<file path="src/rtl/jogo_pkg.sv">
// Player codes, board constants and sequencer states shared by the move controller.
package jogo_pkg;
  localparam logic [1:0] VAZIO      = 2'b00;
  localparam logic [1:0] JOG1       = 2'b01;
  localparam logic [1:0] JOG2       = 2'b10;
  localparam logic [1:0] EMPATE     = 2'b11;
  localparam logic [3:0] META_MACRO = 4'd0;

  typedef enum logic [3:0] {
    LIMPA, OCIOSO, LE, CONFERE, ESCREVE, ESPERA, AMOSTRA_MICRO,
    ESCREVE_META, ESPERA_META, AMOSTRA_META, PROX_END, PROX_AMOSTRA,
    FIM, FIMJOGO, REJEITA
  } estado_t;

  function automatic logic pos_valida(input logic [3:0] p);
    return (p >= 4'd1) && (p <= 4'd9);
  endfunction

  // A board is decided once it holds a winner or is drawn.
  function automatic logic decidido(input logic [1:0] s);
    return (s == JOG1) || (s == JOG2) || (s == EMPATE);
  endfunction

  function automatic logic [1:0] outro_jogador(input logic [1:0] j);
    return (j == JOG1) ? JOG2 : JOG1;
  endfunction
endpackage

</file>
<file path="src/rtl/contador_limpeza.sv">
// Clear-sweep counter: walks board cells 0..N-1 as (macro, micro) decimal digits.
module contador_limpeza #(
  parameter int N = 100
) (
  input  logic       clk,
  input  logic       rst,
  input  logic       clr,
  input  logic       en,
  output logic [3:0] macro,
  output logic [3:0] micro,
  output logic       fim
);
  localparam logic [6:0] ULTIMO = 7'(N - 1);

  logic [6:0] cnt_q, cnt_d;
  logic [3:0] macro_q, macro_d;
  logic [3:0] micro_q, micro_d;

  always_comb begin
    cnt_d   = cnt_q;
    macro_d = macro_q;
    micro_d = micro_q;
    if (clr || (en && cnt_q == ULTIMO)) begin
      cnt_d   = 7'd0;
      macro_d = 4'd0;
      micro_d = 4'd0;
    end else if (en) begin
      cnt_d = cnt_q + 7'd1;
      if (micro_q == 4'd9) begin
        micro_d = 4'd0;
        macro_d = macro_q + 4'd1;
      end else begin
        micro_d = micro_q + 4'd1;
      end
    end
  end

  always_ff @(posedge clk or posedge rst) begin
    if (rst) begin
      cnt_q   <= 7'd0;
      macro_q <= 4'd0;
      micro_q <= 4'd0;
    end else begin
      cnt_q   <= cnt_d;
      macro_q <= macro_d;
      micro_q <= micro_d;
    end
  end

  assign macro = macro_q;
  assign micro = micro_q;
  assign fim   = (cnt_q == ULTIMO);
endmodule

</file>
<file path="src/rtl/controle_jogada.sv">
// Move sequencer for ultimate tic-tac-toe: owns the board RAM port, clears it,
// validates and commits moves, tracks the meta-board and the forced macro cell.
module controle_jogada
  import jogo_pkg::*;
#(
  parameter logic [1:0] JOGADOR_INICIAL = 2'b01,
  parameter int         N_LIMPA         = 100
) (
  input  logic       clk,
  input  logic       reset,
  input  logic       iniciar,
  input  logic       jogar,
  input  logic [3:0] macro_in,
  input  logic [3:0] micro_in,
  output logic       ram_we,
  output logic [1:0] ram_data,
  output logic [3:0] ram_addr_macro,
  output logic [3:0] ram_addr_micro,
  input  logic [1:0] ram_q,
  input  logic [1:0] ram_state,
  output logic       pronto,
  output logic       jogada_ok,
  output logic       jogada_invalida,
  output logic [1:0] jogador_vez,
  output logic       macro_livre,
  output logic [3:0] macro_atual,
  output logic       fim_jogo,
  output logic [1:0] vencedor
);
  estado_t    state_q, state_d;
  logic [3:0] macro_l_q, macro_l_d, micro_l_q, micro_l_d;
  logic [1:0] jog_l_q, jog_l_d;
  logic       ram_we_q, ram_we_d;
  logic [1:0] ram_data_q, ram_data_d;
  logic [3:0] ram_addr_macro_q, ram_addr_macro_d, ram_addr_micro_q, ram_addr_micro_d;
  logic       pronto_q, pronto_d, jogada_ok_q, jogada_ok_d, jogada_invalida_q, jogada_invalida_d;
  logic [1:0] jogador_vez_q, jogador_vez_d, vencedor_q, vencedor_d;
  logic       macro_livre_q, macro_livre_d, fim_jogo_q, fim_jogo_d;
  logic [3:0] macro_atual_q, macro_atual_d;

  logic       cnt_en;
  logic [3:0] cnt_macro, cnt_micro;
  logic       cnt_fim;

  contador_limpeza #(.N(N_LIMPA)) u_contador (
    .clk   (clk),
    .rst   (reset),
    .clr   (iniciar),
    .en    (cnt_en),
    .macro (cnt_macro),
    .micro (cnt_micro),
    .fim   (cnt_fim)
  );

  // RAM controls are registered: each state sets up the port for the state it enters.
  always_comb begin
    state_d           = state_q;
    macro_l_d         = macro_l_q;
    micro_l_d         = micro_l_q;
    jog_l_d           = jog_l_q;
    ram_we_d          = 1'b0;
    ram_data_d        = VAZIO;
    ram_addr_macro_d  = ram_addr_macro_q;
    ram_addr_micro_d  = ram_addr_micro_q;
    pronto_d          = 1'b0;
    jogada_ok_d       = 1'b0;
    jogada_invalida_d = 1'b0;
    jogador_vez_d     = jogador_vez_q;
    macro_livre_d     = macro_livre_q;
    macro_atual_d     = macro_atual_q;
    fim_jogo_d        = fim_jogo_q;
    vencedor_d        = vencedor_q;
    cnt_en            = 1'b0;

    case (state_q)
      LIMPA: begin
        cnt_en           = 1'b1;
        ram_we_d         = 1'b1;
        ram_addr_macro_d = cnt_macro;
        ram_addr_micro_d = cnt_micro;
        if (cnt_fim) begin
          state_d  = OCIOSO;
          pronto_d = 1'b1;
        end
      end
      OCIOSO: begin
        pronto_d = 1'b1;
        if (jogar) begin
          pronto_d  = 1'b0;
          macro_l_d = macro_in;
          micro_l_d = micro_in;
          jog_l_d   = jogador_vez_q;
          if (!pos_valida(macro_in) || !pos_valida(micro_in) ||
              (!macro_livre_q && macro_in != macro_atual_q)) begin
            state_d = REJEITA;
          end else begin
            state_d          = LE;
            ram_addr_macro_d = macro_in;
            ram_addr_micro_d = micro_in;
          end
        end
      end
      LE: state_d = CONFERE;
      CONFERE: begin
        if (ram_q != VAZIO || decidido(ram_state)) begin
          state_d = REJEITA;
        end else begin
          state_d    = ESCREVE;
          ram_we_d   = 1'b1;
          ram_data_d = jog_l_q;
        end
      end
      ESCREVE: state_d = ESPERA;
      ESPERA:  state_d = AMOSTRA_MICRO;
      AMOSTRA_MICRO: begin
        if (decidido(ram_state)) begin
          state_d          = ESCREVE_META;
          ram_we_d         = 1'b1;
          ram_data_d       = ram_state;
          ram_addr_macro_d = META_MACRO;
          ram_addr_micro_d = macro_l_q;
        end else begin
          state_d          = PROX_END;
          ram_addr_macro_d = micro_l_q;
        end
      end
      ESCREVE_META: state_d = ESPERA_META;
      ESPERA_META:  state_d = AMOSTRA_META;
      AMOSTRA_META: begin
        if (decidido(ram_state)) begin
          fim_jogo_d = 1'b1;
          vencedor_d = ram_state;
          state_d    = FIM;
        end else begin
          state_d          = PROX_END;
          ram_addr_macro_d = micro_l_q;
        end
      end
      PROX_END: state_d = PROX_AMOSTRA;
      PROX_AMOSTRA: begin
        macro_atual_d = micro_l_q;
        macro_livre_d = decidido(ram_state);
        state_d       = FIM;
      end
      FIM: begin
        jogada_ok_d   = 1'b1;
        jogador_vez_d = outro_jogador(jogador_vez_q);
        pronto_d      = 1'b1;
        state_d       = fim_jogo_q ? FIMJOGO : OCIOSO;
      end
      FIMJOGO: begin
        pronto_d          = 1'b1;
        jogada_invalida_d = jogar;
      end
      REJEITA: begin
        jogada_invalida_d = 1'b1;
        pronto_d          = 1'b1;
        state_d           = OCIOSO;
      end
      default: state_d = LIMPA;
    endcase

    // A new game aborts whatever is in flight; the sweep wipes any cell already written.
    if (iniciar) begin
      state_d           = LIMPA;
      ram_we_d          = 1'b0;
      ram_data_d        = VAZIO;
      ram_addr_macro_d  = 4'd0;
      ram_addr_micro_d  = 4'd0;
      pronto_d          = 1'b0;
      jogada_ok_d       = 1'b0;
      jogada_invalida_d = 1'b0;
      jogador_vez_d     = JOGADOR_INICIAL;
      macro_livre_d     = 1'b1;
      macro_atual_d     = 4'd0;
      fim_jogo_d        = 1'b0;
      vencedor_d        = VAZIO;
    end
  end

  always_ff @(posedge clk or posedge reset) begin
    if (reset) begin
      state_q           <= LIMPA;
      macro_l_q         <= 4'd0;
      micro_l_q         <= 4'd0;
      jog_l_q           <= VAZIO;
      ram_we_q          <= 1'b0;
      ram_data_q        <= VAZIO;
      ram_addr_macro_q  <= 4'd0;
      ram_addr_micro_q  <= 4'd0;
      pronto_q          <= 1'b0;
      jogada_ok_q       <= 1'b0;
      jogada_invalida_q <= 1'b0;
      jogador_vez_q     <= JOGADOR_INICIAL;
      macro_livre_q     <= 1'b1;
      macro_atual_q     <= 4'd0;
      fim_jogo_q        <= 1'b0;
      vencedor_q        <= VAZIO;
    end else begin
      state_q           <= state_d;
      macro_l_q         <= macro_l_d;
      micro_l_q         <= micro_l_d;
      jog_l_q           <= jog_l_d;
      ram_we_q          <= ram_we_d;
      ram_data_q        <= ram_data_d;
      ram_addr_macro_q  <= ram_addr_macro_d;
      ram_addr_micro_q  <= ram_addr_micro_d;
      pronto_q          <= pronto_d;
      jogada_ok_q       <= jogada_ok_d;
      jogada_invalida_q <= jogada_invalida_d;
      jogador_vez_q     <= jogador_vez_d;
      macro_livre_q     <= macro_livre_d;
      macro_atual_q     <= macro_atual_d;
      fim_jogo_q        <= fim_jogo_d;
      vencedor_q        <= vencedor_d;
    end
  end

  assign ram_we          = ram_we_q;
  assign ram_data        = ram_data_q;
  assign ram_addr_macro  = ram_addr_macro_q;
  assign ram_addr_micro  = ram_addr_micro_q;
  assign pronto          = pronto_q;
  assign jogada_ok       = jogada_ok_q;
  assign jogada_invalida = jogada_invalida_q;
  assign jogador_vez     = jogador_vez_q;
  assign macro_livre     = macro_livre_q;
  assign macro_atual     = macro_atual_q;
  assign fim_jogo        = fim_jogo_q;
  assign vencedor        = vencedor_q;
endmodule

</file>
<file path="config.mk">
export PLATFORM = sky130hd
export DESIGN_NAME = controle_jogada
export DESIGN_NICKNAME = d
export VERILOG_FILES = /design/src/rtl/jogo_pkg.sv /design/src/rtl/contador_limpeza.sv /design/src/rtl/controle_jogada.sv
export SDC_FILE = /design/constraint.sdc
export NUM_CORES = 1
export LEC_CHECK = 0
export ABC_AREA = 1
export CAP_MARGIN = 20
export CORE_UTILIZATION = 40
export DETAILED_ROUTE_END_ITERATION = 6
export GPL_ROUTABILITY_DRIVEN = 0
export GPL_TIMING_DRIVEN = 0
export PLACE_DENSITY = 0.65
export SYNTH_ARGS = -nofsm -noshare
export SYNTH_HDL_FRONTEND = slang
export SYNTH_SLANG_ARGS = --single-unit
</file>
<file path="constraint.sdc">
create_clock -name clk -period 4.4 [get_ports clk]
set_clock_uncertainty 0.1 [all_clocks]
set_input_delay 1.32 -clock clk [delete_from_list [all_inputs] [get_ports clk]]
set_output_delay 1.32 -clock clk [all_outputs]
set_load 0.01 [all_outputs]
</file>
==> results.json <==
{
  "min_path_type": "flip-flop to flip-flop",
  "num_vias": 2754,
  "drt_iter0_markers": 147,
  "p_int_w": 0.00110,
  "grt_usage_pct": 20.8,
  "clock-sinks": 53,
  "pwr-share-comb_pct": 49.1,
  "detail-route-antenna-nets": 0,
  "vdd_drop_max_mv": 0.194,
  "drive_gt1_share_pct": 8.39,
  "synth.net_count": 413,
  "grt_pass1_vias": 2572,
  "io_buffers": 39,
  "period_needed_ns": 2.90,
  "clkSlewWorstSetupHoldPaths_ns": 0.10,
  "finalNetCount": 460,
  "period_share_pct": 66.0,
  "crit_arrival_ns": 3.02,
  "initial_core_util_pct": 41.3,
  "yosysTopAreaCellShare_pct": 42.8,
  "cellLeakagePower_nw": 1.73,
  "h-tree-depth": 2,
  "die_x_microns": 88.4,
  "ys_seq_area_share_pct": 44.5,
  "yosys_warnings": 0,
  "status": "completed",
  "synth_area_leader_cell": "dfrtp_1",
  "grt_max_degree": 30,
  "num_rows": 31,
  "fp.dieH_microns": 88.4,
  "setup.worst_path.start_class": "input port",
  "grt_overflow": 0,
  "synth_area_leaders": "dfrtp_1 (43%), nand2_1 (14%), inv_1 (5.7%)",
  "yosysUniqueCellTypes": 39,
  "cellPowerDensity_nw_per_um2": 553,
  "cts_hold_buf": 0,
  "routed_wl_microns": 7350,
  "cp-end-kind": "flip-flop",
  "vias_per_cell": 5.10,
  "power_switching_w": 0.000894,
  "setup_viol": 0,
  "slew_viol_final": 0,
  "netlist_area_sq_um": 2980,
  "cts_buffers": 5,
  "cts_tree": "built",
  "antenna_found_initial": 0,
  "drc_errors": 0,
  "cap_violations": 0,
  "syn_avg_cell_area_sq_um": 7.59,
  "clk_path_buf_depth": 2,
  "crit_path_max_fanout": 10,
  "cts_setup_buffers": 0,
  "hpwl_microns": 5640,
  "worstMarginPinSlew_ns": 0.585,
  "seq_power_share_pct": 36.8,
  "switching_share_pct": 44.9,
  "hold_viol": 0,
  "cp.required_ns": 4.52,
  "drtPass1Iterations": 5,
  "wl_per_cell_microns": 13.6,
  "cts_root_buf": "clkbuf_8",
  "antenna_cells": 0,
  "clk_latency_ns": 0.32,
  "ys_ff_latch": 53,
  "fin_setup_tns_ns": 0,
  "die_area_sq_um": 7810,
  "core_area_sq_um": 7210,
  "holdWs_ns": 0.376,
  "slew_headroom_pct": 61.0,
  "grt_pass1_wl_microns": 12400,
  "fillers": 739,
  "rsz0062_at_grt": "false",
  "netlist_instances": 393,
  "p_clk_share_pct": 14.1,
  "path_class": "input port to flip-flop",
  "fmax_mhz": 345,
  "cts_resized": 0,
  "area_growth_pct": 20.7,
  "io_pins": 40
}
-- cell usage in the layout, fill, tap and decap left out, types with 2 or more instances in the layout --
cell type	synthesis	layout
a21oi_1	13	13
nand3_1	16	16
nand2_1	114	114
nand2_2	5	5
nor2_1	44	44
nand3_2	2	2
inv_1	45	44
nand4_1	14	14
buf_4	2	2
o21ai_1	2	2
buf_2	3	3
a21oi_4	2	2
dfstp_2	2	2
a22oi_1	3	3
xnor2_1	2	2
and3_1	2	2
nor2_4	6	6
inv_2	2	3
clkbuf_8	0	5
clkdlybuf4s50_1	0	39
nor3_1	5	5
o22ai_1	6	6
o31ai_1	3	3
xor2_1	2	2
ha_1	4	4
clkbuf_1	3	5
a31oi_1	2	2
dfrtp_1	51	51
o21ai_0	26	26
-- cells by family (layout without fill, tap and decap cells) --
logic type	after synthesis	after routing	share of synthesized area [%]
and+or+nand+nor	211	211	31.8
AOI/OAI and AO/OA	64	64	13.0
buffers and inverters	56	104	7.42
DFF	53	53	44.5
adders and majority gates	4	4	1.68
xor gates and xnor gates	4	4	1.17
muxes	1	1	0.377
-- power groups by stage --
stage                     sequential, W  clock [W]  combinational [W]
after floorplan                0.000733          0           0.000694
after global placement         0.000740          0           0.000951
after detailed placement       0.000742          0           0.000972
after CTS                      0.000733   0.000286           0.000976
after global routing           0.000753   0.000306            0.00111
final                          0.000734   0.000280           0.000979
-- state kept, by name (all words and copies together) (netlist names) --
| name | cells |
|---|---|
| macro_atual | 4 |
| u_contador.cnt_q | 7 |
| state_q | 4 |
| ram_data | 2 |
| jogada_invalida | 1 |
| ram_we | 1 |
| jogador_vez | 2 |
| vencedor | 2 |
| jogada_ok | 1 |
| ram_addr_macro | 4 |
| pronto | 1 |
| ram_addr_micro | 4 |
| micro_l_q | 4 |
| macro_l_q | 4 |
| fim_jogo | 1 |
| u_contador.micro | 4 |
| u_contador.macro | 4 |
| jog_l_q | 2 |
| macro_livre | 1 |
-- path summary, 6_finish.rpt --
check	from	end	slack, ns	cells past startpoint
hold / removal	ram_addr_macro[3]	ram_addr_macro[3]	0.38	2
max in group asynchronous	reset	u_contador.cnt_q[2]	2.40	3
setup reg to reg	u_contador.cnt_q[0]	state_q[3]	2.31	11
min in group asynchronous	reset	micro_l_q[3]	1.25	2
hold reg to reg	ram_addr_macro[3]	ram_addr_macro[3]	0.38	2
setup / recovery	macro_in[3]	ram_addr_macro[2]	1.50	12
-- Yosys cell counts (all sizes together) --
cell / count
dfrtp: 51
dfstp: 2
a21boi: 1
mux2: 1
o21a: 1
a21o: 1
o22ai: 6
nand3: 18
clkinv: 1
nor2: 51
nor3: 5
nand4: 15
a22oi: 3
ha: 4
a31oi: 2
inv: 47
nand2: 120
and3: 2
o31ai: 3
clkbuf: 3
buf: 5
a21oi: 15
xnor2: 2
a211oi: 1
xor2: 2
o21ai: 29
o32ai: 1
o41ai: 1
-- per-stage QoR --
stage	cells	power (W)	setup slack, ns	cell area [sq um]	util (%)
floorplan	393	0.00143	1.70	2980	-
global placement	531	0.00169	0.691	3500	48.5
detailed placement	532	0.00171	1.18	3520	48.8
CTS	540	0.00199	1.52	3600	49.9
global route	540	0.00216	1.33	3600	49.9
finish	540	0.00199	1.50	3600	49.9
-- area by class of cell --
| class | instances | area, sq um | area share (%) |
|---|---|---|---|
| clock buffer | 7 | 76.3 | 2.12 |
| tap | 99 | 124 | 3.44 |
| clock inverter | 1 | 7.51 | 0.208 |
| timing repair buffer | 40 | 410 | 11.4 |
| multi-input combinational | 284 | 1430 | 39.8 |
| sequential | 53 | 1330 | 36.9 |
| inverter | 48 | 180 | 5.00 |
| buffer | 8 | 41.3 | 1.15 |
-- routing by layer --
layer,part of all wire (%),track usage (%),up-vias,wire length (microns)
li1,-,-,1375,-
met1,47,28.9,1270,3440
met2,44,32.4,91,3270
met3,6.6,3.92,18,482
met4,2.2,6.89,0,165
met5,0,0,-,0
-- worst max-delay path, cell delays in order --
cell             delay (ns)
clkdlybuf4s50_1        0.56
inv_1                  0.11
nand2_1                0.07
nand2_1                0.04
nor2_1                 0.11
nand2_1                0.07
nand2_1                0.06
nand2_1                0.10
nand3_1                0.28
nand3_2                0.17
nand2_1                0.09
nand2_1                0.05
No activity file was read; power rests on OpenSTA's default activity.
